===== config.mk =====
export PLATFORM = sky130hd
export DESIGN_NAME = mem_port_arbiter
export DESIGN_NICKNAME = d
export VERILOG_FILES = /design/src/rtl/mem_port_arbiter.sv
export SDC_FILE = /design/constraint.sdc
export NUM_CORES = 1
export LEC_CHECK = 0
export ABC_CLOCK_PERIOD_IN_PS = 1750
export CORE_ASPECT_RATIO = 1.1
export CORE_UTILIZATION = 30
export DETAILED_ROUTE_END_ITERATION = 16
export PLACE_DENSITY = 0.64
export SLEW_MARGIN = 30
export SYNTH_ARGS = -nofsm -noshare
export SYNTH_HDL_FRONTEND = slang
export SYNTH_SLANG_ARGS = --single-unit

===== constraint.sdc =====
create_clock -name clk -period 1.75 [get_ports clk]
set_input_delay 0.2625 -clock clk [delete_from_list [all_inputs] [get_ports clk]]
set_output_delay 0.2625 -clock clk [all_outputs]
set_load 0.01 [all_outputs]

===== src/rtl/mem_port_arbiter.sv =====
// Arbiter sharing one fixed-latency single-ported memory between the fetch (IF)
// and data (MEM) pipeline stages: data priority with a starvation guard for fetch.
module mem_port_arbiter #(
    parameter int unsigned MEM_LAT    = 2,
    parameter int unsigned STARVE_MAX = 4
) (
    input  logic        clk,
    input  logic        reset,
    input  logic        if_req,
    input  logic [31:0] if_addr,
    output logic [31:0] if_rdata,
    output logic        if_ready,
    input  logic        dm_req,
    input  logic        dm_we,
    input  logic [31:0] dm_addr,
    input  logic [31:0] dm_wdata,
    output logic [31:0] dm_rdata,
    output logic        dm_ready,
    output logic        mem_en,
    output logic        mem_we,
    output logic [31:0] mem_addr,
    output logic [31:0] mem_wdata,
    input  logic [31:0] mem_rdata,
    output logic        stall_if,
    output logic        stall_mem
);

    localparam int unsigned CW = (MEM_LAT > 1) ? $clog2(MEM_LAT) : 1;
    localparam int unsigned SW = $clog2(STARVE_MAX + 1);
    localparam logic [CW-1:0] WAIT_INIT  = CW'(MEM_LAT - 1);
    localparam logic [SW-1:0] STARVE_LIM = SW'(STARVE_MAX);

    typedef enum logic [1:0] {
        ST_IDLE,
        ST_ISSUE,
        ST_WAIT,
        ST_RESP
    } state_t;

    typedef enum logic {
        OWN_IF,
        OWN_DM
    } owner_t;

    state_t        state_q, state_d;
    owner_t        owner_q, owner_d;
    logic          we_q, we_d;
    logic [31:0]   addr_q, addr_d;
    logic [31:0]   wdata_q, wdata_d;
    logic [CW-1:0] cnt_q, cnt_d;
    logic [SW-1:0] starve_q, starve_d;
    logic [31:0]   if_rdata_q, if_rdata_d;
    logic [31:0]   dm_rdata_q, dm_rdata_d;
    logic          grant_if;

    always_ff @(posedge clk) begin
        if (reset) begin
            state_q    <= ST_IDLE;
            owner_q    <= OWN_IF;
            we_q       <= 1'b0;
            addr_q     <= '0;
            wdata_q    <= '0;
            cnt_q      <= '0;
            starve_q   <= '0;
            if_rdata_q <= '0;
            dm_rdata_q <= '0;
        end else begin
            state_q    <= state_d;
            owner_q    <= owner_d;
            we_q       <= we_d;
            addr_q     <= addr_d;
            wdata_q    <= wdata_d;
            cnt_q      <= cnt_d;
            starve_q   <= starve_d;
            if_rdata_q <= if_rdata_d;
            dm_rdata_q <= dm_rdata_d;
        end
    end

    always_comb begin
        state_d    = state_q;
        owner_d    = owner_q;
        we_d       = we_q;
        addr_d     = addr_q;
        wdata_d    = wdata_q;
        cnt_d      = cnt_q;
        starve_d   = starve_q;
        if_rdata_d = if_rdata_q;
        dm_rdata_d = dm_rdata_q;
        grant_if   = 1'b0;

        unique case (state_q)
            ST_IDLE: begin
                if (if_req || dm_req) begin
                    grant_if = if_req && (!dm_req || (starve_q == STARVE_LIM));
                    state_d  = ST_ISSUE;
                    if (grant_if) begin
                        owner_d  = OWN_IF;
                        addr_d   = {if_addr[31:2], 2'b00};
                        we_d     = 1'b0;
                        wdata_d  = '0;
                        starve_d = '0;
                    end else begin
                        owner_d = OWN_DM;
                        addr_d  = {dm_addr[31:2], 2'b00};
                        we_d    = dm_we;
                        wdata_d = dm_wdata;
                        // Only data grants that bypass a waiting fetch count toward starvation.
                        if (!if_req) begin
                            starve_d = '0;
                        end else if (starve_q != STARVE_LIM) begin
                            starve_d = starve_q + 1'b1;
                        end
                    end
                end
            end
            ST_ISSUE: begin
                cnt_d   = WAIT_INIT;
                state_d = ST_WAIT;
            end
            ST_WAIT: begin
                if (cnt_q == '0) begin
                    if (!we_q) begin
                        if (owner_q == OWN_IF) begin
                            if_rdata_d = mem_rdata;
                        end else begin
                            dm_rdata_d = mem_rdata;
                        end
                    end
                    state_d = ST_RESP;
                end else begin
                    cnt_d = cnt_q - 1'b1;
                end
            end
            ST_RESP: begin
                state_d = ST_IDLE;
            end
            default: begin
                state_d = ST_IDLE;
            end
        endcase
    end

    assign mem_en    = (state_q == ST_ISSUE);
    assign mem_we    = mem_en & we_q;
    assign mem_addr  = addr_q;
    assign mem_wdata = wdata_q;

    assign if_ready  = (state_q == ST_RESP) && (owner_q == OWN_IF);
    assign dm_ready  = (state_q == ST_RESP) && (owner_q == OWN_DM);
    assign if_rdata  = if_rdata_q;
    assign dm_rdata  = dm_rdata_q;

    assign stall_if  = if_req & ~if_ready;
    assign stall_mem = dm_req & ~dm_ready;

endmodule


==> flow_summary_export.csv <==
group,metric,value,unit
status,status,"finished, final reports clean",
power_and_ir_drop,vdd_drop_max,0.6820,mV
worst_setup_path,reg2reg_from,"state_q[0]",
clock_tree,cts_tree,"yes",
clock_tree,worstSkewPairLatency,420,ps
final_layout,final_nets,1049,
place,port_buffers,260,
worst_setup_path,crit_required,2030,ps
floorplanning,initial_utilization,0.3099,
timing,finalMaxSlewViolations,0,
timing,fin_crit_sh,0.9495,
grt,antenna_found_initial,0,
final_layout,antenna_cells,0,
timing,totalNegativeSetupSlack,0,ps
place,gp_congestion,0.7491,
synthesis,post_synth.cell_area_avg,8.120,um2
detailed_routing,first_iter_violations,313,
min_path,hp-start,"reset",
timing,setup_viol,0,
detailed_routing,routed_wl,17300,um
timing,period_needed,1662,ps
clock_tree,htree_levels,4,
synthesis,synthCells,659,
worst_setup_path,critical_path_class,"reg2reg",
floorplanning,num_io_pins,267,
synthesis,yosysWarnings,0,
timing,fin_worst_skew,13.61,ps
synthesis,yosys.area.top_type,"dfxtp_1",
timing,max_freq,601.8,MHz
final_layout,drive_above_1_share,0.09111,
worst_setup_path,arrival,1940,ps
synthesis,synth.cell_area,5351,um2
clock_tree,cts.sinks,134,
final_layout,final_util,0.5175,
clock_tree,clkSlewWorstSetupHoldPaths,60,ps
worst_setup_path,r2r-end,"if_rdata[17]",
synthesis,synth_top_area_share,0.5013,
place,hpwl,11680,um
worst_setup_path,critPathLaunchType,"flip-flop",
detailed_routing,first_pass_iters,4,
worst_setup_path,worstPathCellList,"inv_1, ha_2, or4b_1, buf_12, nand2_1, a21oi_1",
floorplanning,die_w,129.3,um
run,maxCapViolations,0,
grt,grt_pass1_wl,27340,um
worst_setup_path,worstPathMaxFanout,32,
worst_setup_path,cp_slowest_cell,"or4b_1",
floorplanning,die_area,18380,um2
detailed_routing,viasPerCell,4.743,
grt,track_usage,0.1919,
final_layout,fill_cells,1711,
synthesis,synth_seq_cells,134,
detailed_routing,vias,5483,
grt,grt_start_max_net_pins,85,
floorplanning,die_h,142.1,um
detailed_routing,antenna_left,0,
timing,finalHoldViolCount,0,
detailed_routing,drc,0,
worst_setup_path,reg2reg_depth,6,
final_layout,register_area,2685,um2
clock_tree,clockBufferDepth,2,
worst_setup_path,cpPeakStageDelay,500,ps
synthesis,ys_seq_area_frac,0.5013,
grt,grt_overflow,0,
clock_tree,root_buffer,"clkbuf_16",
synthesis,ys_types,34,
synthesis,synth.area.top_cells,"dfxtp_1, nand2_1, a21oi_1, a311oi_1, o211ai_1",
min_path,min_to,"dm_rdata[9]",
final_layout,multiInputGateArea,2392,um2
final_layout,area_delta_synth_final,66.99,%
floorplanning,rows,50,
power_and_ir_drop,p_total,11.03,mW
min_path,hold_path.class,"in2reg",
power_and_ir_drop,power_density,1234,nW/um2
grt,grt_pass1_vias,5309,
floorplanning,coreArea,17270,um2
power_and_ir_drop,cellLeakagePower,3.109,nW
detailed_routing,avgRoutedWirePerCell,14.96,um
min_path,holdPathStages,3,
worst_setup_path,cp-end-kind,"flip-flop",
worst_setup_path,reg2reg_setup_slack,90,ps
clock_tree,cts_buffers,17,
area by class of cell:
class,count,share of cell area
Timing Repair Buffer,294,0.3353
Inverter,5,0.002100
Tap cell,234,0.03276
Sequential cell,134,0.3005
Clock inverter,12,0.01162
Multi-Input combinational cell,457,0.2677
Clock buffer,20,0.04999
power breakdown:
| part | leakage (nW) | internal [mW] | switching, mW | total, mW |
|---|---|---|---|---|
| Sequential | 1.09 | 3.62 | 0.307 | 3.92 |
| Clock | 0.278 | 1.99 | 1.36 | 3.35 |
| Combinational | 1.74 | 1.93 | 1.83 | 3.76 |
| Total | 3.11 | 7.53 | 3.49 | 11.0 |
cells in the final DEF (no fill, tap or decap), drive strengths merged, types with 2 or more instances in the layout:
cell / instances
o21ai: 31
ha: 7
a21oi: 101
a211oi: 2
nor2: 35
nand2: 165
clkinv: 9
nor2b: 2
a311oi: 31
o211ai: 34
nand3: 32
and2: 2
inv: 7
clkdlybuf4s50: 253
clkbuf: 22
dfxtp: 134
buf: 37
conb: 2
state kept, by name, summed over array words and instances (netlist names):
signal	flops
we_q	1
state_q	2
mem_addr	30
if_rdata	32
cnt_q	1
starve_q	3
mem_wdata	32
owner_q	1
dm_rdata	32
what timing repair did:
action                     CTS  global route
setup endpoints to repair    6            40
buffers inserted             0             0
hold buffers                 0             0
gates resized for setup     15             9
pin swaps                    0             1
layer usage:
layer	GRT usage	wire length (um)
met4	0.08297	331
met3	0.07857	1664
met5	0	0
met1	0.2191	7011
met2	0.3135	8291
synth_stat cells:
library cell  instances
nor2_1               35
buf_4                 5
conb_1                1
clkinv_1              1
a21boi_4              1
or4b_1                1
nor3b_1               1
nand2_1             165
a32oi_1               1
clkbuf_1             37
or3b_2                1
o211ai_1             34
a21o_1                1
ha_1                  7
buf_2                20
and3b_1               1
nand3_1              32
o21ai_1              27
o21a_1                1
and2_1                2
a21oi_1             101
nand4bb_1             1
o21ai_0               3
and3_1                1
nor4b_2               1
buf_1                 2
nor2b_1               2
a21bo_2               1
a311oi_1             31
o21ai_2               1
inv_1                 4
dfxtp_1             134
a211oi_1              2
and4bb_2              1
worst max path at each step:
stage | from | end | slack, ps | depth (start not counted)
floorplan | state_q[0] | if_rdata[11] | 140 | 7
global placement | if_req | owner_q | -200 | 6
detailed placement | if_req | mem_addr[13] | -180 | 6
CTS | state_q[0] | if_ready | -10 | 3
global route | state_q[0] | if_rdata[16] | -5 | 6
finish | state_q[0] | if_rdata[17] | 90 | 6
critical path, delay by kind of cell, from the launching register on:
family | cells | cell delay [ps]
adders and majority gates | 1 | 220
DFF | 1 | 330
AOI/OAI and AO/OA | 1 | 60
and+or+nand+nor | 2 | 580
buffers and inverters | 2 | 310
per-stage QoR:
| stage | std cells | worst slack [ps] | cell area, um2 | hold slack, ps |
|---|---|---|---|---|
| after global routing | 1156 | -4.736 | 8936 | 326.6 |
| after CTS | 1156 | -10.22 | 8940 | 305.2 |
| after detailed placement | 1124 | -178.1 | 8392 | 445.3 |
| final | 1156 | 88.44 | 8936 | 313.1 |
| after global placement | 1124 | -198.1 | 8392 | 440.5 |
| after floorplan | 660 | 143.1 | 5355 | 398.5 |
logic make-up after synthesis:
logic type               count (synthesis)  synth area share
AO/OA/AOI/OAI                          204            0.2352
buffers and inverters                   69           0.05658
adder cells (fa/ha/maj)                  7           0.01637
other                                    1         0.0007008
AND/OR/NAND/NOR                        244            0.1899
flip-flops                             134            0.5013
No activity file was read; power rests on OpenSTA's default activity.
